File: src/rtl/instruction_encoder_loader.sv
// Packs structured instruction fields into 16-bit ISA words and streams them
// into program memory over a valid/ready write port, one load session per start.
module instruction_encoder_loader #(
  parameter int unsigned ADDR_BITS    = 8,
  parameter bit          STOP_ON_HALT = 1'b1
) (
  input  logic                 clk,
  input  logic                 reset,
  input  logic                 start,
  input  logic [ADDR_BITS-1:0] start_address,
  input  logic                 finish,
  input  logic                 op_valid,
  output logic                 op_ready,
  input  logic [3:0]           opcode,
  input  logic [3:0]           Rd,
  input  logic [3:0]           Rs,
  input  logic [3:0]           Rt,
  input  logic [7:0]           IMM8,
  input  logic [3:0]           condition,
  output logic                 mem_write_valid,
  input  logic                 mem_write_ready,
  output logic [ADDR_BITS-1:0] mem_write_address,
  output logic [15:0]          mem_write_data,
  output logic                 busy,
  output logic                 done,
  output logic                 overflow,
  output logic                 bad_opcode,
  output logic [ADDR_BITS:0]   words_written
);

  localparam int unsigned CNT_W = ADDR_BITS + 1;
  localparam logic [ADDR_BITS-1:0] ADDR_LAST = '1;
  localparam logic [3:0] OP_HALT = 4'hF;

  typedef enum logic [1:0] {
    S_IDLE,
    S_ACCEPT,
    S_WRITE,
    S_DONE
  } state_e;

  state_e               state_q, state_d;
  logic [ADDR_BITS-1:0] addr_q, addr_d;
  logic [15:0]          data_q, data_d;
  logic [CNT_W-1:0]     count_q, count_d;
  logic                 overflow_q, overflow_d;
  logic                 bad_q, bad_d;
  logic                 fin_q, fin_d;
  logic                 op_ready_q, op_ready_d;
  logic                 valid_q, valid_d;
  logic                 busy_q, busy_d;
  logic                 done_q, done_d;

  logic [15:0] enc_word;
  logic        enc_legal;

  // Field packing; fields unused by an opcode are forced to zero.
  always_comb begin
    enc_word  = '0;
    enc_legal = 1'b1;
    case (opcode)
      4'h0:                   enc_word = 16'h0000;
      4'h1:                   enc_word = {opcode, condition, IMM8};
      4'h2, 4'h8:             enc_word = {opcode, 4'h0, Rs, Rt};
      4'h3, 4'h4, 4'h5, 4'h6: enc_word = {opcode, Rd, Rs, Rt};
      4'h7:                   enc_word = {opcode, Rd, Rs, 4'h0};
      4'h9:                   enc_word = {opcode, Rd, IMM8};
      OP_HALT:                enc_word = 16'hF000;
      default:                enc_legal = 1'b0;
    endcase
  end

  // Next-state logic; outputs are registered from the next state.
  always_comb begin
    state_d    = state_q;
    addr_d     = addr_q;
    data_d     = data_q;
    count_d    = count_q;
    overflow_d = overflow_q;
    bad_d      = bad_q;
    fin_d      = fin_q;
    case (state_q)
      S_IDLE: begin
        if (start) begin
          state_d    = S_ACCEPT;
          addr_d     = start_address;
          count_d    = '0;
          overflow_d = 1'b0;
          bad_d      = 1'b0;
          fin_d      = 1'b0;
        end
      end
      S_ACCEPT: begin
        if (finish) begin
          state_d = S_DONE;
        end else if (op_valid) begin
          if (enc_legal) begin
            data_d  = enc_word;
            fin_d   = 1'b0;
            state_d = S_WRITE;
          end else begin
            bad_d = 1'b1;
          end
        end
      end
      S_WRITE: begin
        if (finish) fin_d = 1'b1;
        if (mem_write_ready) begin
          count_d = count_q + CNT_W'(1);
          if (STOP_ON_HALT && (data_q[15:12] == OP_HALT)) begin
            state_d = S_DONE;
          end else if (addr_q == ADDR_LAST) begin
            overflow_d = 1'b1;
            state_d    = S_DONE;
          end else if (fin_q || finish) begin
            state_d = S_DONE;
          end else begin
            addr_d  = addr_q + ADDR_BITS'(1);
            state_d = S_ACCEPT;
          end
        end
      end
      S_DONE: begin
        state_d = S_IDLE;
      end
      default: state_d = S_IDLE;
    endcase

    op_ready_d = (state_d == S_ACCEPT);
    valid_d    = (state_d == S_WRITE);
    busy_d     = (state_d != S_IDLE);
    done_d     = (state_d == S_DONE);
  end

  always_ff @(posedge clk) begin
    if (reset) begin
      state_q    <= S_IDLE;
      addr_q     <= '0;
      data_q     <= '0;
      count_q    <= '0;
      overflow_q <= 1'b0;
      bad_q      <= 1'b0;
      fin_q      <= 1'b0;
      op_ready_q <= 1'b0;
      valid_q    <= 1'b0;
      busy_q     <= 1'b0;
      done_q     <= 1'b0;
    end else begin
      state_q    <= state_d;
      addr_q     <= addr_d;
      data_q     <= data_d;
      count_q    <= count_d;
      overflow_q <= overflow_d;
      bad_q      <= bad_d;
      fin_q      <= fin_d;
      op_ready_q <= op_ready_d;
      valid_q    <= valid_d;
      busy_q     <= busy_d;
      done_q     <= done_d;
    end
  end

  assign op_ready          = op_ready_q;
  assign mem_write_valid   = valid_q;
  assign mem_write_address = addr_q;
  assign mem_write_data    = data_q;
  assign busy              = busy_q;
  assign done              = done_q;
  assign overflow          = overflow_q;
  assign bad_opcode        = bad_q;
  assign words_written     = count_q;

endmodule

File: config.mk
export PLATFORM = sky130hd
export DESIGN_NAME = instruction_encoder_loader
export DESIGN_NICKNAME = d
export VERILOG_FILES = /design/src/rtl/instruction_encoder_loader.sv
export SDC_FILE = /design/constraint.sdc
export NUM_CORES = 1
export LEC_CHECK = 0
export BUFFER_PORTS_ARGS = -buffer_cell sky130_fd_sc_hd__clkbuf_2
export CAP_MARGIN = 40
export CORE_MARGIN = 5
export CORE_UTILIZATION = 35
export CTS_CLUSTER_DIAMETER = 100
export CTS_CLUSTER_SIZE = 16
export DETAILED_ROUTE_END_ITERATION = 6
export GPL_TIMING_DRIVEN = 0
export PLACE_DENSITY_LB_ADDON = 0.15
export REMOVE_ABC_BUFFERS = 1
export SLEW_MARGIN = 20
export SYNTH_ARGS = -nofsm -noshare
export SYNTH_HDL_FRONTEND = slang
export SYNTH_SLANG_ARGS = --single-unit
File: constraint.sdc
create_clock -name clk -period 2.4 [get_ports clk]
set_input_delay 0.36 -clock clk [delete_from_list [all_inputs] [get_ports clk]]
set_output_delay 0.36 -clock clk [all_outputs]
set_load 0.05 [all_outputs]
# Yosys cells after proc, flatten, opt, wreduce, memory -nomap -nowiden
# Cells that the tools add are included.
# Widths: inputs -> output; s select.
[word_totals]
inputBits = 42
ff_bits = 42
output_inout_bits = 39
wordCells = 93
[op_classes]
n_bitwise = 1
n_reduce_logical = 16
addsub = 2
eq_ne = 29
mux = 34
[ops]
columns = ["cell", "count"]
rows = [
  ["$pmux 16 s6", 1],
  ["$mux 8", 5],
  ["$ne 2x2->1 const B", 11],
  ["$mux 9", 2],
  ["$pmux 9 s2", 1],
  ["$eq 4x3->1 const B", 4],
  ["$eq 4x4->1 const B", 4],
  ["$mux 2", 8],
  ["$pmux 8 s2", 1],
  ["$mux 1", 12],
  ["$reduce_and 6->1", 2],
  ["$reduce_or 11->1", 1],
  ["$reduce_and 5->1", 2],
  ["$add 9x1->9 const B", 1],
  ["$add 8x1->8 const B", 1],
  ["$eq 2x2->1 const B", 4],
  ["$eq 4x2->1 const B", 2],
  ["$eq 8x8->1 const B", 1],
  ["$pmux 2 s4", 1],
  ["$reduce_bool 2->1", 3],
  ["$eq 2x1->1 const B", 2],
  ["$eq 4x1->1 const B", 1],
  ["$logic_not 4->1", 1],
  ["$pmux 1 s2", 2],
  ["9 further kinds", 9],
]

# Longest topological paths before layout
[logic_depth]
word_depth = 8
mapped_depth = 7
ltp_nobuf = 5

# Worst setup path after synthesis
# Ideal clock, no wire load.
[synth_timing]
kind = "flip-flop to flip-flop"
from = "register addr_q[0], in the netlist mem_write_address[0]"
to = "register valid_q, in the netlist mem_write_valid"
setup_time_ps = 137
required_ps = 2263
stages_incl_launch_ff = 7
t_arrival_ps = 1937
synth_period_minus_slack_ps = 2074
setup_slack_ps = 326
path_buffers = 1
cell_sequence = "dfxtp_1 > ha_1 > and4_4 > buf_6 > a311o_4 > a211oi_4 > a2111oi_0"
[synth_between]
elab_chain_cells = 6
[synth_rtl]
columns = ["element", "line", "rtl"]
rows = [
  ["from (decl)", "43", "logic [ADDR_BITS-1:0] addr_q, addr_d;"],
  ["from (signal assigned)", "150", "addr_q <= addr_d;"],
  ["$eq 8x8->1", "112", "end else if (addr_q == ADDR_LAST) begin"],
  ["$mux 2", "112", ""],
  ["$mux 2", "110", "if (STOP_ON_HALT && (data_q[15:12] == OP_HALT)) begin"],
  ["$mux 2", "108", "if (mem_write_ready) begin"],
  ["$pmux 2 s4", "82", "case (state_q)"],
  ["$eq 2x2->1", "130", "valid_d = (state_d == S_WRITE);"],
  ["to (signal assigned)", "157", "valid_q <= valid_d;"],
  ["to (decl)", "50", "logic valid_q, valid_d;"],
]
# No other way between the ends.
# A chain may end at the register's enable or synchronous reset.

# Worst setup path after layout
[layout_timing]
from = "register addr_q[0], in the netlist mem_write_address[0]"
to = "register addr_q[5], in the netlist mem_write_address[5]"
[layout_between]
elab_chain_cells = 6
word_cells_on_any_way = 9
cone_classes = "1 x add/sub; 2 x eq/ne; 5 x mux; 1 x reduce/logical"
[layout_rtl]
columns = ["element", "line", "rtl"]
rows = [
  ["$add 8x1->8", "118", "addr_d = addr_q + ADDR_BITS'(1);"],
  ["$mux 8", "115", "end else if (fin_q || finish) begin"],
  ["$mux 8", "112", ""],
  ["$mux 8", "110", ""],
  ["$mux 8", "108", ""],
  ["$pmux 8 s2", "82", ""],
]
# Parallel ways exist; a longest one is shown, timed or not. The select of a mux whose other input is x is not followed.

==> reports/results.ini <==
[power_and_ir_drop]
power_frac_seq=0.458
power_frac_clock=0.287
combPwrFrac=0.255
ir_worst_vdd_v=0.000231
swShare=0.351
total_power_mw=1.70
p_per_area_nw_per_um2=614
p_int_mw=1.10
p_leak_nw=1.19
p_sw_mw=0.598

[final_layout]
areaGrowthSynthToFinish_pct=22.9
drive_gt1_frac=0.286
diodes=0
final_nets=382
nFillCells=643

[timing]
hold_viol_final=0
skew_ps=2.07
finalMaxSlewViolations=0
period_needed_ps=2090
max_freq_mhz=479
maxSlewHeadroom=0.458
rsz0062_at_grt=false
setup_tns_ps=0
tightest_slew_ps=812
setup_viol=0
period_share=0.870
hold_slack_ps=322

[synthesis]
synth_area_leader_cell=dfxtp_1
synthTopCellsByArea=dfxtp_1 37%, a221oi_1 5.4%, o21ai_0 4.2%
synth_edf_count=0
async_reset_ff_frac=0
synth_top_area_frac=0.373
post-synth-top-count-cell=dfxtp_1
synth-seq-cells=42
synth_area_sq_um=2250
ys_seq_area_frac=0.373
syn_avg_cell_area_sq_um=8.40
ys.flop_type=dfxtp_1
synthTopCellsByCount=42 x dfxtp_1, 25 x nor2_1, 20 x nand2_1
ys_warn_count=0
synth_cell_types=50
syn_inst=268

[clocking]
cts_max_level=2
ctsHoldBuffers=0
clock_latency_ps=290
cts_setup_buffers=0
cts_tree=done
cts.clk_slew.worst_paths_ps=80
clk_path_buf_depth=2
cts_root_buffer=clkbuf_8
post_cts_resized=0
clock_sinks=42
numCtsBuffers=5

[outcome]
run_status=finished clean

[setup_path]
path_max_fanout=6
end_kind=flip-flop
path_class=flip-flop to flip-flop
startpoint_type=flip-flop
cp_slowest_stage_delay_ps=460
arrival_ps=2290
cp.required_ps=2600
cp.buffers_inverters=0
worstPathCellList=ha_1 > and4_4 > a311oi_2 > o21ai_0 > o32ai_1
cp_top_family=compound AO/OA/AOI/OAI gates
slowest_stage=a311oi_2

[route]
via_count=2296
dr.pass1.iters=4
drc=0
wl_per_cell_um=14.7
wl_um=6110
first_iter_violations=85
vias_per_cell=5.52
ant_nets=0

[floorplan]
rows=29
io_pins=81
fp.dieW_um=90.2
fp.dieH_um=90.2
fp.coreArea_sq_um=6310
dieArea_sq_um=8140
start_util=0.357

[placed_design]
hpwl_um=4500
portBuffers=80
routabilityCongestion=0.743

[global_routing]
grt_pass1_wl_um=10500
grt_pass1_vias=2210
grt_antenna_before_repair=0
overflow=0
track_usage=0.152
grt_max_degree=26

[run]
cap_violations=0

[worst_hold_path]
hp-class=primary input to flip-flop

## state kept, by name, indices dropped and copies added (netlist names)
register           cells
mem_write_data        16
words_written          9
mem_write_address      8
state_q                2
bad_opcode             1
busy                   1
done                   1
fin_q                  1
mem_write_valid        1
op_ready               1
overflow               1
## power by group through the flow
stage,Combinational (mW),Sequential (mW),Clock (mW)
after floorplan,0.178,0.907,0
after global placement,0.430,0.794,0
after detailed placement,0.434,0.795,0
after CTS,0.435,0.779,0.506
after global routing,0.472,0.786,0.539
final,0.433,0.779,0.489
## area by class of cell
| type | count | area [sq um] | share of cell area |
|---|---|---|---|
| inverter | 7 | 26.3 | 0.00949 |
| clock inverter | 2 | 12.5 | 0.00452 |
| sequential | 42 | 841 | 0.304 |
| clock buffer | 6 | 82.6 | 0.0298 |
| timing repair buffer | 82 | 415 | 0.150 |
| multi-input combinational | 200 | 1290 | 0.468 |
| tap | 77 | 96.3 | 0.0348 |
## worst min-delay path, cell delays in order
cell      delay [ps]
clkbuf_2          70
a221oi_1          60
nor2_1            90
## through the flow
step	instance area (sq um)	worst slack, ps	instances	util
floorplan	2160	355	249	-
global placement	2660	108	406	0.421
detailed placement	2670	95.5	408	0.424
CTS	2770	326	416	0.439
global route	2770	26.9	416	0.439
finish	2770	312	416	0.439
## final timing paths
path                                           start                   end  slack (ps)  cells after the start
worst max register to register  mem_write_address[0]  mem_write_address[5]         310                      5
worst max-delay path            mem_write_address[0]  mem_write_address[5]         310                      5
worst min-delay path                           Rt[1]     mem_write_data[1]         320                      3
worst min register to register    mem_write_data[13]    mem_write_data[13]         470                      2
## cell usage in the layout, fill, tap and decap left out, types with 2 or more instances in the layout
| cell | instances |
|---|---|
| clkbuf_2 | 80 |
| dfxtp_1 | 42 |
| nor2_1 | 25 |
| nand2_1 | 20 |
| o21ai_0 | 19 |
| a21oi_1 | 17 |
| a221oi_1 | 14 |
| nand3_1 | 11 |
| o211ai_1 | 9 |
| mux2i_1 | 7 |
| inv_1 | 7 |
| nor2b_1 | 6 |
| a211oi_1 | 6 |
| clkbuf_8 | 6 |
| o2bb2ai_1 | 5 |
| nand4_1 | 5 |
| nor3_1 | 5 |
| o211a_1 | 4 |
| and2_1 | 4 |
| o32ai_1 | 4 |
| or3_1 | 4 |
| xor2_1 | 2 |
| or2_2 | 2 |
| o21a_1 | 2 |
| nand2b_1 | 2 |
| a31oi_1 | 2 |
| nor3b_1 | 2 |
| o31ai_1 | 2 |
| ha_1 | 2 |
| buf_4 | 2 |
## layer usage
metal / global-route usage / part of all wire / vias up
li1: - / - / 1164
met1: 0.196 / 0.47 / 1065
met2: 0.251 / 0.47 / 60
met3: 0.0392 / 0.053 / 7
met4: 0.0409 / 0.010 / 0
met5: 0 / 0 / -
## cells by family after synthesis
kind of cell | after synthesis | synth area share
AOI/OAI and AO/OA | 96 | 0.316
buffers and inverters | 26 | 0.0517
xor gates and xnor gates | 3 | 0.0117
and+or+nand+nor | 91 | 0.201
muxes | 8 | 0.0361
adders and majority gates | 2 | 0.0111
DFF | 42 | 0.373
Note: power is estimated with default switching activity, not from simulation.
